**src/rtl/pe_ctrl_pkg.sv**
```systemverilog
// Shared types and constants for the PE sequencing controller.
package pe_ctrl_pkg;

  localparam int ADDR_W = 3;

  localparam logic RW_READ      = 1'b0;
  localparam logic RW_WRITE     = 1'b1;
  localparam logic SEL_PRODUCT  = 1'b0;
  localparam logic SEL_PSUM_SUB = 1'b1;

  typedef enum logic [2:0] {
    ST_IDLE,
    ST_CLEAR,
    ST_LOAD,
    ST_MAC,
    ST_DRAIN,
    ST_CHAIN,
    ST_OUT
  } pe_state_t;

endpackage

```
**src/rtl/pe_seq_controller_if.sv**
```systemverilog
// Scheduler handshake plus PE control strobes; master = scheduler side, slave = controller.
interface pe_seq_controller_if;
  import pe_ctrl_pkg::*;

  logic              start;
  logic [ADDR_W-1:0] cfg_taps;
  logic              cfg_chain;
  logic              busy;
  logic              data_req;
  logic              done;
  logic              enable;
  logic              rw_mode_w;
  logic              rw_mode_i;
  logic [ADDR_W-1:0] counter_1;
  logic [ADDR_W-1:0] addr_i;
  logic              rw_mode_psum;
  logic              addr_psum;
  logic              psum_clr;
  logic              sign_sel;
  logic              enable_active;

  modport master (
    output start, cfg_taps, cfg_chain,
    input  busy, data_req, done, enable, rw_mode_w, rw_mode_i, counter_1, addr_i,
           rw_mode_psum, addr_psum, psum_clr, sign_sel, enable_active
  );

  modport slave (
    input  start, cfg_taps, cfg_chain,
    output busy, data_req, done, enable, rw_mode_w, rw_mode_i, counter_1, addr_i,
           rw_mode_psum, addr_psum, psum_clr, sign_sel, enable_active
  );

endinterface

```
**src/rtl/pe_seq_controller_tap_counter.sv**
```systemverilog
// Loadable down-counter with terminal flag, shared by the LOAD, MAC and DRAIN phases.
module tap_counter #(
  parameter int W = 3
) (
  input  logic         clk,
  input  logic         rst_n,
  input  logic         load,
  input  logic         dec,
  input  logic [W-1:0] load_val,
  output logic [W-1:0] cnt,
  output logic         last
);

  always_ff @(posedge clk or negedge rst_n) begin
    if (!rst_n)
      cnt <= '0;
    else if (load)
      cnt <= load_val;
    else if (dec && (cnt != '0))
      cnt <= cnt - 1'b1;
  end

  assign last = (cnt == '0);

endmodule

```
**src/rtl/pe_seq_controller.sv**
```systemverilog
// One-window sequencer for a PE slot: clear, load taps, MAC, drain, optional chain add, present.
module pe_seq_controller
  import pe_ctrl_pkg::*;
#(
  parameter int MAX_TAPS = 8,
  parameter int PIPE_LAT = 2
) (
  input logic                clk,
  input logic                rst_n,
  pe_seq_controller_if.slave bus
);

  localparam logic [ADDR_W-1:0] TAPS_CAP   = ADDR_W'(MAX_TAPS - 1);
  localparam logic [ADDR_W-1:0] DRAIN_LOAD = ADDR_W'(PIPE_LAT - 1);

  pe_state_t         state_q, state_d;
  logic [ADDR_W-1:0] taps_m1_q;
  logic              chain_q;
  logic              addr_psum_q;
  logic              accept;
  logic              cnt_load, cnt_dec, cnt_last;
  logic [ADDR_W-1:0] cnt_val, cnt;
  logic [ADDR_W-1:0] idx;
  logic [PIPE_LAT-1:0] mac_vld_p;
  logic [PIPE_LAT:0]   mac_vld_shift;

  tap_counter #(.W(ADDR_W)) u_tap_counter (
    .clk      (clk),
    .rst_n    (rst_n),
    .load     (cnt_load),
    .dec      (cnt_dec),
    .load_val (cnt_val),
    .cnt      (cnt),
    .last     (cnt_last)
  );

  // Counter runs down, so the ascending tap index is its distance from the top.
  assign idx = taps_m1_q - cnt;

  always_comb begin
    state_d  = state_q;
    accept   = 1'b0;
    cnt_load = 1'b0;
    cnt_dec  = 1'b0;
    cnt_val  = taps_m1_q;
    unique case (state_q)
      ST_IDLE: begin
        if (bus.start) begin
          accept  = 1'b1;
          state_d = ST_CLEAR;
        end
      end
      ST_CLEAR: begin
        cnt_load = 1'b1;
        state_d  = ST_LOAD;
      end
      ST_LOAD: begin
        if (cnt_last) begin
          cnt_load = 1'b1;
          state_d  = ST_MAC;
        end else begin
          cnt_dec = 1'b1;
        end
      end
      ST_MAC: begin
        if (cnt_last) begin
          cnt_load = 1'b1;
          cnt_val  = DRAIN_LOAD;
          state_d  = ST_DRAIN;
        end else begin
          cnt_dec = 1'b1;
        end
      end
      ST_DRAIN: begin
        if (cnt_last)
          state_d = chain_q ? ST_CHAIN : ST_OUT;
        else
          cnt_dec = 1'b1;
      end
      ST_CHAIN: state_d = ST_OUT;
      ST_OUT:   state_d = ST_IDLE;
      default:  state_d = ST_IDLE;
    endcase
  end

  always_ff @(posedge clk or negedge rst_n) begin
    if (!rst_n)
      state_q <= ST_IDLE;
    else
      state_q <= state_d;
  end

  always_ff @(posedge clk or negedge rst_n) begin
    if (!rst_n) begin
      taps_m1_q   <= '0;
      chain_q     <= 1'b0;
      addr_psum_q <= 1'b0;
    end else if (accept) begin
      taps_m1_q   <= (bus.cfg_taps > TAPS_CAP) ? TAPS_CAP : bus.cfg_taps;
      chain_q     <= bus.cfg_chain;
      addr_psum_q <= ~addr_psum_q;
    end
  end

  // --- read issue -> product valid at adder, PIPE_LAT cycles later ---
  assign mac_vld_shift = {mac_vld_p, (state_q == ST_MAC)};

  always_ff @(posedge clk or negedge rst_n) begin
    if (!rst_n)
      mac_vld_p <= '0;
    else
      mac_vld_p <= mac_vld_shift[PIPE_LAT-1:0];
  end

  always_comb begin
    bus.busy          = (state_q != ST_IDLE);
    bus.enable        = (state_q != ST_IDLE);
    bus.data_req      = 1'b0;
    bus.done          = 1'b0;
    bus.rw_mode_w     = RW_READ;
    bus.rw_mode_i     = RW_READ;
    bus.counter_1     = '0;
    bus.addr_i        = '0;
    bus.rw_mode_psum  = mac_vld_p[PIPE_LAT-1] ? RW_WRITE : RW_READ;
    bus.addr_psum     = addr_psum_q;
    bus.psum_clr      = 1'b0;
    bus.sign_sel      = SEL_PRODUCT;
    bus.enable_active = 1'b0;
    unique case (state_q)
      ST_CLEAR: bus.psum_clr = 1'b1;
      ST_LOAD: begin
        bus.data_req  = 1'b1;
        bus.rw_mode_w = RW_WRITE;
        bus.rw_mode_i = RW_WRITE;
        bus.counter_1 = idx;
        bus.addr_i    = idx;
      end
      ST_MAC: begin
        bus.counter_1 = idx;
        bus.addr_i    = idx;
      end
      ST_CHAIN: begin
        bus.sign_sel     = SEL_PSUM_SUB;
        bus.rw_mode_psum = RW_WRITE;
      end
      ST_OUT: begin
        bus.done          = 1'b1;
        bus.enable_active = 1'b1;
      end
      default: ;
    endcase
  end

endmodule
```
**src/flat_wrapper.sv**
```systemverilog
// flat-port wrapper written by rule: the top's interface ports become plain ports
module pe_seq_controller_flat import pe_ctrl_pkg::*;
#(
  parameter int MAX_TAPS = 8,
  parameter int PIPE_LAT = 2
)
  (clk, rst_n, bus_start, bus_cfg_taps, bus_cfg_chain, bus_busy, bus_data_req, bus_done, bus_enable, bus_rw_mode_w, bus_rw_mode_i, bus_counter_1, bus_addr_i, bus_rw_mode_psum, bus_addr_psum, bus_psum_clr, bus_sign_sel, bus_enable_active);
  pe_seq_controller_if bus_i ();
  input logic clk;
  input logic rst_n;
  input wire logic [$bits(bus_i.start)-1:0] bus_start;
  input wire logic [$bits(bus_i.cfg_taps)-1:0] bus_cfg_taps;
  input wire logic [$bits(bus_i.cfg_chain)-1:0] bus_cfg_chain;
  output wire logic [$bits(bus_i.busy)-1:0] bus_busy;
  output wire logic [$bits(bus_i.data_req)-1:0] bus_data_req;
  output wire logic [$bits(bus_i.done)-1:0] bus_done;
  output wire logic [$bits(bus_i.enable)-1:0] bus_enable;
  output wire logic [$bits(bus_i.rw_mode_w)-1:0] bus_rw_mode_w;
  output wire logic [$bits(bus_i.rw_mode_i)-1:0] bus_rw_mode_i;
  output wire logic [$bits(bus_i.counter_1)-1:0] bus_counter_1;
  output wire logic [$bits(bus_i.addr_i)-1:0] bus_addr_i;
  output wire logic [$bits(bus_i.rw_mode_psum)-1:0] bus_rw_mode_psum;
  output wire logic [$bits(bus_i.addr_psum)-1:0] bus_addr_psum;
  output wire logic [$bits(bus_i.psum_clr)-1:0] bus_psum_clr;
  output wire logic [$bits(bus_i.sign_sel)-1:0] bus_sign_sel;
  output wire logic [$bits(bus_i.enable_active)-1:0] bus_enable_active;
  assign bus_i.start = bus_start;
  assign bus_i.cfg_taps = bus_cfg_taps;
  assign bus_i.cfg_chain = bus_cfg_chain;
  assign bus_busy = bus_i.busy;
  assign bus_data_req = bus_i.data_req;
  assign bus_done = bus_i.done;
  assign bus_enable = bus_i.enable;
  assign bus_rw_mode_w = bus_i.rw_mode_w;
  assign bus_rw_mode_i = bus_i.rw_mode_i;
  assign bus_counter_1 = bus_i.counter_1;
  assign bus_addr_i = bus_i.addr_i;
  assign bus_rw_mode_psum = bus_i.rw_mode_psum;
  assign bus_addr_psum = bus_i.addr_psum;
  assign bus_psum_clr = bus_i.psum_clr;
  assign bus_sign_sel = bus_i.sign_sel;
  assign bus_enable_active = bus_i.enable_active;
  pe_seq_controller #(.MAX_TAPS(MAX_TAPS), .PIPE_LAT(PIPE_LAT)) u_core (.clk(clk), .rst_n(rst_n), .bus(bus_i));
endmodule
```
**config.mk**
```make
export PLATFORM = sky130hd
export DESIGN_NAME = pe_seq_controller_flat
export DESIGN_NICKNAME = d
export VERILOG_FILES = /design/src/rtl/pe_ctrl_pkg.sv /design/src/rtl/pe_seq_controller_if.sv /design/src/rtl/pe_seq_controller_tap_counter.sv /design/src/rtl/pe_seq_controller.sv /design/src/flat_wrapper.sv
export SDC_FILE = /design/constraint.sdc
export NUM_CORES = 1
export LEC_CHECK = 0
export CAP_MARGIN = 25
export CORE_MARGIN = 2
export CORE_UTILIZATION = 50
export DETAILED_ROUTE_END_ITERATION = 8
export PLACE_DENSITY = 0.82
export SLEW_MARGIN = 20
export SYNTH_ARGS = -nofsm -noshare
export SYNTH_HDL_FRONTEND = slang
export SYNTH_SLANG_ARGS = --single-unit
```
**constraint.sdc**
```tcl
create_clock -name clk -period 5.5 [get_ports clk]
set_input_delay 0.825 -clock clk [delete_from_list [all_inputs] [get_ports clk]]
set_output_delay 0.825 -clock clk [all_outputs]
set_load 0.01 [all_outputs]
```
==> summary.txt <==
Hold path
  – Hold path endpoint: u_core.mac_vld_p[1]
  – Hold Crit Class: reg -> reg
  – WHS Path Cells: 0
  – Hold Crit Start: u_core.mac_vld_p[0]

Routing
  – DRT iter0 DRCs: 12
  – DRC Markers: 0
  – Final ANT Viol Nets: 0
  – Vias: roughly 730
  – Final WL: around 1.7 mm
  – Drt via density: between 5 and 6
  – Drt wl/cell: ~14 um
  – Length of the first detailed-routing pass in iterations: 4

Clock network
  – Postcts setup bufs: 0
  – CTS tree: yes
  – CTS Buf Count: 3
  – Clock Tree Buf Depth: 2
  – Post-cts sizing count: 0
  – Clk slew on worst S/H paths: around 80 ps
  – Clock root buffer: clkbuf_4
  – Clock sink total: 13
  – Latest clock arrival within the worst-skew pair: 280 ps
  – H-tree Lvls: 1
  – Post-cts hold buffer count: 0

STA
  – Tmin final: between 3000 and 4000 ps
  – RSZ-0062 raised after global routing: no
  – Relative slew slack: 60.2%
  – Max Freq: around 310 MHz
  – Final setup fails: 0
  – Worst-Margin Slew: between 500 and 600 ps
  – Skew final: approximately 3.1 ps
  – Fin. max-slew vios: 0
  – Hold Slack: about 350 ps
  – Period utilization: between 50% and 60%
  – Setup TNS: 0 ps
  – Fin. Hold Viols: 0

Global routing
  – Grt total ovfl: 0
  – First-pass GRT wire length: about 3 mm
  – Largest net degree at the start of global routing: 16
  – Initial antenna violation count: 0
  – Tot GR Track Use: 20.6%
  – Vias in the first global route: 677

Synth
  – Post-synth EDFFs: 0
  – Synth warn: 0
  – Post-synth net total: around 110
  – Synth cell types: 34
  – Yosys reg bits: 13
  – Syn Std Cell Area: about 880 um^2
  – Avg Cell Area, Syn: 9.27 um^2
  – Synth Flop Type: dfrtp_1
  – Mapped Cells: between 90 and 100
  – Sequential fraction of the synthesis area: between 30% and 40%
  – FFs w/ async S/R, synth: 100%

Die
  – I/O pins: 24
  – Die width: between 40 and 50 um
  – Core area: 0.00169 mm^2
  – # rows: 15
  – DIE AREA: 0.00211 mm^2
  – Chip Height: ~46 um
  – Initial core utilization: 52.1%

Finish
  – Area growth from synthesis to layout: 22.7%
  – Most frequent cells in the layout: clkdlybuf4s50_1, dfrtp_1, nor2_1
  – Commonest non-fill, non-tap cell in the layout: clkdlybuf4s50_1
  – Nets: between 100 and 150
  – Layout cells sized above 1: between 6 and 7%
  – Diodes inserted: 0
  – Fin util: between 60% and 70%

Status
  – Status: finished, final reports clean

Power
  – Worst ir drop on vdd: 414 uV
  – Leak: around 0.0005 uW
  – Power per cell area: about 740 mW/mm^2

Flow run
  – Number of max-cap violations: 0

Placed design
  – GP Congestion: 0.731
  – Port buffer count: 23
  – DP Wirelength: about 1.3 mm

Critical path
  – Startpoint type of the worst setup path: flop
  – End of the worst register-to-register path: u_core.taps_m1_q[2]
  – Req. time, crit path: roughly 4700 ps
  – R2r setup slk: just under 4000 ps
  – Arrival time of the worst setup path: 2360 ps
  – Cells on worst reg2reg path: 2
  – Crit Path Category: reg -> out
  – Crit Path Max Fanout: 3
  – Reg2reg start: u_core.state_q[2]
  – CP Capture Type: primary output
[report_power, final]
| group | switching [uW] | internal, uW |
|---|---|---|
| Sequential | 63.6 | 143 |
| Clock | 33.2 | 28.2 |
| Combinational | 241 | 287 |
| Total | 338 | 458 |
[worst max-delay path: stages (launching register included)]
cell and delay, ps:
dfrtp_1 410, ha_1 230, fa_1 440, xor2_1 160
xnor2_1 120, nor2_1 140, clkdlybuf4s50_1 570
[synthesized netlist by cell type, drive strengths merged, types with 2 or more instances]
master	number	area (um^2)
o32ai	2	17.5
nor2b	2	15.0
ha	3	37.5
and3	3	18.8
nor2	10	37.5
mux2i	3	30.0
nor3	3	15.0
dfrtp	13	325
o2bb2ai	2	17.5
a21oi	2	10.0
buf	10	73.8
xnor2	3	26.3
xor2	2	17.5
a21o	2	15.0
inv	7	26.3
nand2	9	33.8
o21ai	5	25.0
[registers in the layout, indices dropped and copies added (netlist names)]
name                      count
u_core.bus.addr_psum          1
u_core.chain_q                1
u_core.mac_vld_p              2
u_core.state_q                3
u_core.taps_m1_q              3
u_core.u_tap_counter.cnt      3
[per-stage QoR]
| stage | power, uW | cells | area [um^2] | worst slack (ps) |
|---|---|---|---|---|
| final | 796 | 128 | 1080 | 2310 |
| after global placement | 724 | 124 | 1050 | 2690 |
| after CTS | 802 | 128 | 1080 | 2300 |
| after detailed placement | 740 | 124 | 1050 | 2610 |
| after floorplan | 574 | 95 | 881 | 3030 |
| after global routing | 870 | 128 | 1080 | 2210 |
[logic make-up (layout without fill, tap and decap cells)]
kind of cell,count (synthesis),in the layout,share of synthesized area (%)
adder cells (fa/ha/maj),4,4,6.53
multiplexers,4,4,5.11
buffers and inverters,18,34,11.8
AO/OA/AOI/OAI,18,18,14.2
XOR/XNOR,5,5,4.97
flip-flops,13,13,36.9
AND/OR/NAND/NOR,33,33,20.5
[routing by layer]
metal  GRT usage (%)  up-vias  share of wire (%)
met1            27.8      349                 48
met2            31.1       24                 45
met4            12.0        0                1.4
met5               0        -                  0
met3            3.17        3                5.3
li1                -      349                  -
[how the worst max path moves through the flow]
stage                  endpoint  cells past startpoint  slack, ps                        start
6_report          bus_addr_i[2]                      6       2310  u_core.u_tap_counter.cnt[0]
2_1_floorplan  bus_counter_1[2]                      6       3030  u_core.u_tap_counter.cnt[0]
5_1_grt           bus_addr_i[2]                      7       2210          u_core.taps_m1_q[0]
3_5_place_dp      bus_addr_i[2]                      6       2610  u_core.u_tap_counter.cnt[0]
4_1_cts           bus_addr_i[2]                      6       2300  u_core.u_tap_counter.cnt[0]
3_3_place_gp   bus_counter_1[2]                      6       2690  u_core.u_tap_counter.cnt[0]
[area by class of cell]
cell class | count | area, um^2
Fill cell | 146 | 608
Multi-Input combinational cell | 64 | 452
Sequential cell | 13 | 325
Timing Repair Buffer | 23 | 230
Clock buffer | 4 | 26.3
Inverter | 7 | 26.3
Tap cell | 17 | 21.3
(Power assumes the default switching activity.)
